**src/rtl/aclk_lcd_pkg.sv**
```systemverilog
// aclk_lcd_pkg: sequencer states, HD44780 command/ASCII constants and byte selectors.
package aclk_lcd_pkg;
  typedef enum logic [1:0] {PWRUP, INIT, FRAME, IDLE} state_t;
  typedef struct packed {
    logic [7:0] ms_hr;
    logic [7:0] ls_hr;
    logic [7:0] ms_min;
    logic [7:0] ls_min;
    logic       alarm;
  } snap_t;
  localparam logic [7:0] CMD_FUNC      = 8'h38;
  localparam logic [7:0] CMD_DISP_ON   = 8'h0C;
  localparam logic [7:0] CMD_CLEAR     = 8'h01;
  localparam logic [7:0] CMD_ENTRY     = 8'h06;
  localparam logic [7:0] CMD_HOME_ADDR = 8'h80;
  localparam logic [7:0] ASCII_COLON   = 8'h3A;
  localparam logic [7:0] ASCII_SPACE   = 8'h20;
  localparam logic [7:0] ASCII_STAR    = 8'h2A;
  function automatic logic [7:0] init_byte(input logic [2:0] idx);
    return idx == 3'd0 ? CMD_FUNC : idx == 3'd1 ? CMD_DISP_ON : idx == 3'd2 ? CMD_CLEAR : CMD_ENTRY;
  endfunction
  function automatic logic [7:0] frame_byte(input logic [2:0] idx, input snap_t s);
    case (idx)
      3'd0:    return CMD_HOME_ADDR;
      3'd1:    return s.ms_hr;
      3'd2:    return s.ls_hr;
      3'd3:    return ASCII_COLON;
      3'd4:    return s.ms_min;
      3'd5:    return s.ls_min;
      3'd6:    return ASCII_SPACE;
      default: return s.alarm ? ASCII_STAR : ASCII_SPACE;
    endcase
  endfunction
endpackage

```
**src/rtl/aclk_lcd_xfer.sv**
```systemverilog
// aclk_lcd_xfer: one LCD bus transfer (setup, E pulse, post-E wait) with start/done handshake.
module aclk_lcd_xfer #(
  parameter int SETUP_CYC      = 2,
  parameter int E_PULSE_CYC    = 12,
  parameter int CMD_WAIT_CYC   = 2500,
  parameter int CLEAR_WAIT_CYC = 82000
) (
  input  logic       clk,
  input  logic       rst,
  input  logic       start,
  input  logic       rs,
  input  logic [7:0] data,
  input  logic       long_wait,
  output logic       lcd_e,
  output logic       lcd_rs,
  output logic [7:0] lcd_data,
  output logic       done
);
  localparam int SHORT_LEN = SETUP_CYC + E_PULSE_CYC + CMD_WAIT_CYC;
  localparam int LONG_LEN  = SETUP_CYC + E_PULSE_CYC + CLEAR_WAIT_CYC;
  localparam int MAX_LEN   = LONG_LEN > SHORT_LEN ? LONG_LEN : SHORT_LEN;
  localparam int CW        = $clog2(MAX_LEN + 1);
  logic          r_busy, r_long, r_e, r_rs;
  logic [7:0]    r_data;
  logic [CW-1:0] r_cnt, w_cnt_nxt;
  logic          w_accept, w_run;
  assign done      = r_busy && (r_cnt == (r_long ? CW'(LONG_LEN - 1) : CW'(SHORT_LEN - 1)));
  assign w_accept  = start && (!r_busy || done);
  assign w_run     = w_accept || (r_busy && !done);
  // r_cnt counts cycles since T0; a back-to-back start restarts it in the done cycle
  assign w_cnt_nxt = w_accept ? '0 : r_cnt + CW'(r_busy && !done);
  always_ff @(posedge clk)
    if (rst) begin
      r_busy <= 1'b0;
      r_long <= 1'b0;
      r_e    <= 1'b0;
      r_rs   <= 1'b0;
      r_data <= '0;
      r_cnt  <= '0;
    end else begin
      r_busy <= w_run;
      r_cnt  <= w_cnt_nxt;
      r_e    <= w_run && w_cnt_nxt >= CW'(SETUP_CYC) && w_cnt_nxt < CW'(SETUP_CYC + E_PULSE_CYC);
      if (w_accept) begin
        r_rs   <= rs;
        r_data <= data;
        r_long <= long_wait;
      end
    end
  assign lcd_e    = r_e;
  assign lcd_rs   = r_rs;
  assign lcd_data = r_data;
endmodule

```
**src/rtl/aclk_lcd_sequencer.sv**
```systemverilog
// aclk_lcd_sequencer: HD44780 power-up/init, then rewrites the 7-char clock frame on any input change.
module aclk_lcd_sequencer
  import aclk_lcd_pkg::*;
#(
  parameter int PWRUP_CYC      = 750000,
  parameter int SETUP_CYC      = 2,
  parameter int E_PULSE_CYC    = 12,
  parameter int CMD_WAIT_CYC   = 2500,
  parameter int CLEAR_WAIT_CYC = 82000
) (
  input  logic       clk,
  input  logic       rst,
  input  logic [7:0] ms_hr,
  input  logic [7:0] ls_hr,
  input  logic [7:0] ms_min,
  input  logic [7:0] ls_min,
  input  logic       sound_alarm,
  output logic [7:0] lcd_data,
  output logic       lcd_rs,
  output logic       lcd_e,
  output logic       lcd_rw,
  output logic       ready
);
  localparam int PW = $clog2(PWRUP_CYC + 1);
  state_t        r_state, w_nstate;
  logic [2:0]    r_idx, w_nidx;
  logic [PW-1:0] r_pwr;
  snap_t         r_snap, w_live;
  logic          w_start, w_done, w_rs;
  logic [7:0]    w_byte;
  assign w_live = {ms_hr, ls_hr, ms_min, ls_min, sound_alarm};
  always_comb begin
    w_nstate = r_state;
    w_nidx   = r_idx;
    w_start  = 1'b0;
    case (r_state)
      PWRUP: if (r_pwr == PW'(PWRUP_CYC - 1)) begin
        w_nstate = INIT;
        w_nidx   = 3'd0;
        w_start  = 1'b1;
      end
      INIT: if (w_done) begin
        w_nstate = r_idx == 3'd3 ? FRAME : INIT;
        w_nidx   = r_idx == 3'd3 ? 3'd0 : r_idx + 3'd1;
        w_start  = 1'b1;
      end
      FRAME: if (w_done) begin
        w_nstate = r_idx == 3'd7 ? IDLE : FRAME;
        w_nidx   = r_idx + 3'd1;
        w_start  = r_idx != 3'd7;
      end
      default: if (w_live != r_snap) begin
        w_nstate = FRAME;
        w_nidx   = 3'd0;
        w_start  = 1'b1;
      end
    endcase
  end
  // frame byte 0 is a constant command, so reading the not-yet-loaded snapshot on frame entry is safe
  assign w_rs   = w_nstate == FRAME && w_nidx != 3'd0;
  assign w_byte = w_nstate == INIT ? init_byte(w_nidx) : frame_byte(w_nidx, r_snap);
  always_ff @(posedge clk)
    if (rst) begin
      r_state <= PWRUP;
      r_idx   <= '0;
      r_pwr   <= '0;
      r_snap  <= '0;
    end else begin
      r_state <= w_nstate;
      r_idx   <= w_nidx;
      r_pwr   <= r_state == PWRUP ? r_pwr + PW'(1) : '0;
      if (r_state != FRAME && w_nstate == FRAME) r_snap <= w_live;
    end
  aclk_lcd_xfer #(
    .SETUP_CYC(SETUP_CYC),
    .E_PULSE_CYC(E_PULSE_CYC),
    .CMD_WAIT_CYC(CMD_WAIT_CYC),
    .CLEAR_WAIT_CYC(CLEAR_WAIT_CYC)
  ) u_xfer (
    .clk(clk),
    .rst(rst),
    .start(w_start),
    .rs(w_rs),
    .data(w_byte),
    .long_wait(!w_rs && w_byte == CMD_CLEAR),
    .lcd_e(lcd_e),
    .lcd_rs(lcd_rs),
    .lcd_data(lcd_data),
    .done(w_done)
  );
  assign lcd_rw = 1'b0;
  assign ready  = r_state == IDLE;
endmodule
```
**config.mk**
```make
export PLATFORM = sky130hd
export DESIGN_NAME = aclk_lcd_sequencer
export DESIGN_NICKNAME = d
export VERILOG_FILES = /design/src/rtl/aclk_lcd_pkg.sv /design/src/rtl/aclk_lcd_xfer.sv /design/src/rtl/aclk_lcd_sequencer.sv
export SDC_FILE = /design/constraint.sdc
export NUM_CORES = 1
export LEC_CHECK = 0
export CORE_ASPECT_RATIO = 1.1
export CORE_MARGIN = 5
export CORE_UTILIZATION = 58
export DETAILED_ROUTE_END_ITERATION = 7
export PLACE_DENSITY = 0.81
export SLEW_MARGIN = 20
export SYNTH_ARGS = -nofsm -noshare
export SYNTH_HDL_FRONTEND = slang
export SYNTH_SLANG_ARGS = --single-unit
```
**constraint.sdc**
```tcl
create_clock -name clk -period 4.52 [get_ports clk]
set_input_delay 1.13 -clock clk [delete_from_list [all_inputs] [get_ports clk]]
set_output_delay 1.13 -clock clk [all_outputs]
set_load 0.02 [all_outputs]
```
# == Word-level counts from Yosys, hierarchy flattened ==
# Index checks and enable logic that the tools add are counted.
# totals
elab_cells,82
ff_bits,87
# op_classes
muxes,26
bitwise,1
reduce_logical,17
eq_ne,19
n_lt_le_gt_ge,2
add_sub_neg,3
# op_table
operator,count
one-hot mux 8 bit (7 select lines),1
2-to-1 mux 17 bit,2
!= test 33 bit,1
adder 20 x 1 -> 20 bit (second input constant),1
equality test 20 bit (second input constant),1
2-to-1 mux 3 bit,6
adder 17 x 1 -> 17 bit,1
equality test 17 bit,1
greater-or-equal comparator 17 x 2 -> 1 bit (second input constant),1
< comparator 17 x 4 -> 1 bit (second input constant),1
equality test 3 bit (second input constant),4
2-to-1 mux 2 bit,5
equality test 3 x 2 -> 1 bit (second input constant),3
one-hot mux 3 bit (3 select lines),1
equality test 8 x 1 -> 1 bit (second input constant),1
logical AND 1 bit,8
2-to-1 mux 4 bit,2
2-to-1 mux 8 bit,1
equality test 2 bit (second input constant),3
2-to-1 mux 6 bit,1
one-hot mux 2 bit (3 select lines),1
2-to-1 mux 1 bit,5
equality test 2 x 1 -> 1 bit (second input constant),2
adder 3 x 1 -> 3 bit (second input constant),1
11 further kinds,14

# == Depth between registers and ports, before layout ==
# logic_depth
word_depth,12
depth_mapped,17

# == Cells and area by module ==
# Synthesis repeated with hierarchy kept, for this count alone.
# hier_totals
hier_cells,590
hier_area_um2,4963.5
# modules_own_cells
mod,seq_area_each_um2,instances,cells_per_inst,area_per_inst_um2
aclk_lcd_sequencer,1161.1,1,404,3338.2
aclk_lcd_xfer,580.6,1,186,1625.3

# == Least setup slack after synthesis ==
# OpenSTA, ideal clock, no wires.
# synth_path
kind,register -> register
from,reg u_xfer.r_cnt[3]
to,"reg u_xfer.r_e, in the netlist u_xfer.lcd_e"
n_path_buf,3
setup_ns,0.092
path_slack_ns,0.901
arrival_time_ns,3.527
period_less_slack_ns,3.619
stages_incl_launch_ff,18
cell_sequence,dfxtp_1 -> buf_2 -> or4b_4 -> nor4_4 -> nor2_1 -> o31ai_1 -> inv_1 -> ha_1 -> ha_1 -> and3_1 -> clkbuf_1 -> nor2b_1 -> clkbuf_1 -> xnor2_1 -> a31oi_1 -> a211oi_1 -> nand3_1 -> nor4_1
# synth_between
elab_chain_cells,9
word_cells_on_any_way,16
# synth_lines
element,line_no,source
start: declaration,aclk_lcd_xfer.sv:25,"logic [CW-1:0] r_cnt, w_cnt_nxt;"
start signal: assignment,aclk_lcd_xfer.sv:42,r_cnt <= w_cnt_nxt;
equality test 17 bit,aclk_lcd_xfer.sv:27,assign done = r_busy && (r_cnt == (r_long ? CW'(LONG_LEN - 1) : CW'(SHORT_LEN - 1)));
logical AND 1 bit,aclk_lcd_xfer.sv:27,
zero test 1 bit (tied with other cells),"aclk_lcd_xfer.sv:29, aclk_lcd_xfer.sv:31",
logical AND 1 bit / one-hot mux 1 bit (3 select lines) (equally long branches),"aclk_lcd_xfer.sv:29, aclk_lcd_xfer.sv:31, aclk_lcd_sequencer.sv:36",
adder 17 x 1 -> 17 bit / logical AND 1 bit (equally long branches),"aclk_lcd_xfer.sv:31, aclk_lcd_xfer.sv:28",
2-to-1 mux 17 bit,aclk_lcd_xfer.sv:31,assign w_cnt_nxt = w_accept ? '0 : r_cnt + CW'(r_busy && !done);
greater-or-equal comparator 17 x 2 -> 1 bit,aclk_lcd_xfer.sv:43,r_e <= w_run && w_cnt_nxt >= CW'(SETUP_CYC) && w_cnt_nxt < CW'(SETUP_CYC + E_PULSE_CYC);
logical AND 1 bit,aclk_lcd_xfer.sv:43,
logical AND 1 bit (*),aclk_lcd_xfer.sv:43,
end signal: assignment,aclk_lcd_xfer.sv:43,
end: declaration,aclk_lcd_xfer.sv:23,"logic r_busy, r_long, r_e, r_rs;"
# Every way passes the cells marked *; elsewhere a longest branch is shown, timed or not.
# A chain may end at the register's enable or synchronous reset.

# == Final worst setup path ==
# layout_path
from,in ls_hr[0]
to,"reg u_xfer.r_data[4], in the netlist u_xfer.lcd_data[4]"
# layout_between
elab_chain_cells,6
word_cells_on_any_way,19
# layout_lines
element,line_no,source
start: declaration,aclk_lcd_sequencer.sv:14,"input logic [7:0] ls_hr,"
!= test 33 bit (*),aclk_lcd_sequencer.sv:52,default: if (w_live != r_snap) begin
2-to-1 mux 3 bit,aclk_lcd_sequencer.sv:52,
one-hot mux 3 bit (3 select lines),aclk_lcd_sequencer.sv:36,case (r_state)
equality test 3 bit (tied with other cells),aclk_lcd_pkg.sv:23,case (idx)
one-hot mux 8 bit (7 select lines) / 2-to-1 mux 6 bit (equally long branches),"aclk_lcd_pkg.sv:23, aclk_lcd_pkg.sv:20",
2-to-1 mux 8 bit,aclk_lcd_sequencer.sv:61,"assign w_byte = w_nstate == INIT ? init_byte(w_nidx) : frame_byte(w_nidx, r_snap);"
end signal: assignment,aclk_lcd_xfer.sv:46,r_data <= data;
end: declaration,aclk_lcd_xfer.sv:24,logic [7:0] r_data;
# Marks and branches as above.

==> out/results.ini <==
[sta]
tightest_slew_ps = 828
finClkSkew_ps = 10.2
rsz0062_at_grt = no
finalMaxSlewViolations = 0
setup_viol = 0
whs_ps = 468
tns_ps = 0
fin_crit_sh = 0.857
hold_violations = 0
max_freq_ghz = 0.258
slew_headroom = 0.443
finalCriticalPeriod_ps = 3870

[layout]
nNetsFinal = 643
drive_above_1_share = 0.0644
area_delta_synth_final_pct = 16.1
insertedDiodeCount = 0

[floorplan]
rows = 34
design.portCount = 47
dieHeight_um = 106
die-width_um = 96.9
core-area_um2 = 8000
die-area_um2 = 10200
start_util = 0.603

[setup_path]
cp_max_fo = 9
arrival_ps = 4120
rrSetupSlack_ps = 650
critPathCaptureType = flop
path_class = in -> reg
required_ps = 4770
start_kind = input port

[grt]
overflow = 0
grt_pass1_wl_mm = 20.3
grt_usage = 0.239
antenna_found_initial = 0
grt_max_degree = 48
grt_pass1_vias = 4325

[logic_synthesis]
synth-seq-area-share = 0.361
synth_edf_count = 0
synth_top_area_frac = 0.361
ys_ff_latch = 87
ys_types = 67
postSynth.asyncResetShare = 0
ys_top_cells_by_area = dfxtp_1 36%, xnor2_1 8.9%, mux2i_1 7.7%, nor2_1 7.1%, xor2_1 3.6%
netlist_area_um2 = 4820
syn_area_per_cell_um2 = 8.56
syn_nets = 605
synth_flop_cell = dfxtp_1
ys_warn_count = 0
yosys.area.top_type = dfxtp_1
synth_cells = 563

[cts]
cts.sinks = 87
cts_buffers = 9
cts_tree = done
cts_resized = 0
clkLatencyLatePin_ps = 360
cts.hold.buffers_added = 0
cts.clk_slew.worst_paths_ps = 80
ctsHtreeMaxLevel = 3
clock_path_buffers = 2
clock-root-buffer = clkbuf_8
cts_setup_buffers = 0

[route]
drt-total-wl_mm = 12.1
drt_iter0_drc = 209
drcViolationCount = 0
wl_per_cell_um = 16.9
ant_nets = 0
first_pass_iters = 7
viasPerCell = 5.94
num_vias = 4241

[power]
intPower_mw = 1.15
power_leakage_nw = 2.23
p_seq_frac = 0.521
power_density_nw_per_um2 = 264
ir_drop_mv = 0.171
power_frac_comb = 0.055
pwr-share-clk = 0.423
switching_share = 0.219
p_switching_uw = 323

[placed_design]
port_buffers = 45
globalplace.congestion = 0.998
place_hpwl_mm = 9.05

[worst_hold_path]
min_path_type = reg -> reg

[run_status]
status = complete, no violations

[run]
drv_cap = 0

==> path summary, 6_finish.rpt <==
kind / endpoint / startpoint / cells past startpoint
max: u_xfer.lcd_data[4] / ls_hr[0] / 9
min: r_pwr[0] / r_pwr[0] / 1
max reg2reg: u_xfer.lcd_e / u_xfer.r_cnt[2] / 15
min reg2reg: r_pwr[0] / r_pwr[0] / 1
==> power groups by stage <==
stage	logic (mW)	registers, mW	clock network [mW]
floorplan	0.0346	0.788	0
global placement	0.0797	0.788	0
detailed placement	0.0809	0.788	0
CTS	0.0812	0.770	0.638
global route	0.0864	0.771	0.668
finish	0.0813	0.770	0.625
==> routing by layer <==
metal	part of all wire	GRT usage	wire length, µm	vias to the layer above
met3	0.048	0.0495	579	58
met5	0	0	0	-
li1	-	-	-	2053
met2	0.49	0.413	5940	140
met1	0.40	0.269	4840	1990
met4	0.060	0.147	725	0
==> kinds of logic (layout without fill, tap and decap cells) <==
family / Yosys count / count (layout) / share of synthesized area
mux: 39 / 39 / 0.0831
other cells: 1 / 1 / 0.000778
simple gates: 239 / 239 / 0.251
flops: 87 / 87 / 0.361
xor+xnor: 69 / 69 / 0.125
fa+ha+maj: 7 / 7 / 0.0182
compound gates: 75 / 75 / 0.119
buf+inv: 46 / 89 / 0.0413
==> placed cells by master (no fill, tap or decap), types with 2 or more instances in the layout <==
cell / netlist / layout
xnor2_1: 49 / 49
buf_4: 1 / 9
and2_1: 5 / 5
o31ai_1: 6 / 6
a21oi_1: 13 / 13
mux2i_1: 37 / 37
nor2_1: 91 / 91
nand2b_1: 3 / 3
or3_1: 3 / 3
mux2_4: 2 / 2
o221a_2: 2 / 2
a31oi_1: 4 / 4
nor2b_1: 7 / 7
nand2_1: 34 / 33
nor3_2: 2 / 2
a32o_1: 3 / 3
bufinv_16: 0 / 2
a21boi_0: 2 / 2
o21a_1: 4 / 4
nand3_1: 22 / 22
nor3_1: 12 / 12
dfxtp_1: 87 / 87
and3_1: 15 / 15
o211ai_1: 3 / 3
xor2_1: 20 / 20
o31a_1: 3 / 3
a22o_1: 2 / 2
ha_1: 7 / 7
nor4b_1: 5 / 5
nor4_1: 10 / 10
o21ai_0: 9 / 9
a211oi_1: 2 / 2
a221o_1: 2 / 2
nand4_1: 19 / 19
a311oi_1: 2 / 2
inv_1: 18 / 18
clkbuf_8: 0 / 11
clkdlybuf4s50_1: 0 / 45
a21o_1: 2 / 2
==> critical path, stage by stage <==
cell,delay (ps)
clkdlybuf4s50_1,440
xnor2_1,310
nand4_1,140
or4_1,540
nor4_1,480
or3_1,380
nor2_1,120
a221o_1,330
a32o_1,240
==> area by class of cell <==
class	instances	area [µm²]
Sequential cell	87	1740
Inverter	18	67.6
Clock inverter	4	76.3
Multi-Input combinational cell	430	2880
Tap cell	108	135
Fill cell	665	2400
Timing Repair Buffer	55	538
Clock buffer	12	155
==> through the flow <==
| step | utilization | std cells | setup WS (ps) | area, µm² | total power [mW] |
|---|---|---|---|---|---|
| after floorplan | - | 563 | 901 | 4820 | 0.822 |
| after global placement | 0.671 | 698 | 381 | 5360 | 0.868 |
| after detailed placement | 0.671 | 698 | 343 | 5360 | 0.869 |
| after CTS | 0.700 | 714 | 637 | 5600 | 1.49 |
| after global routing | 0.700 | 714 | 368 | 5600 | 1.52 |
| final | 0.700 | 714 | 648 | 5600 | 1.48 |
==> synthesized netlist by cell type (5+ instances only) <==
library cell,count
a21oi_1,13
and2_1,5
and3_1,15
buf_2,6
clkbuf_1,19
dfxtp_1,87
ha_1,7
inv_1,18
mux2i_1,37
nand2_1,34
nand3_1,22
nand4_1,19
nor2_1,91
nor2b_1,7
nor3_1,12
nor4_1,10
nor4b_1,5
o21ai_0,9
o31ai_1,6
xnor2_1,49
xor2_1,20
==> flip-flops by register name, indices dropped and copies added (netlist names) <==
signal and flops:
u_xfer.r_long 1, r_state 2, u_xfer.lcd_e 1, u_xfer.r_cnt 17
r_idx 3, u_xfer.lcd_rs 1, u_xfer.r_busy 1, r_snap 33
u_xfer.lcd_data 8, r_pwr 20
Power figures use the tool's default switching activity.
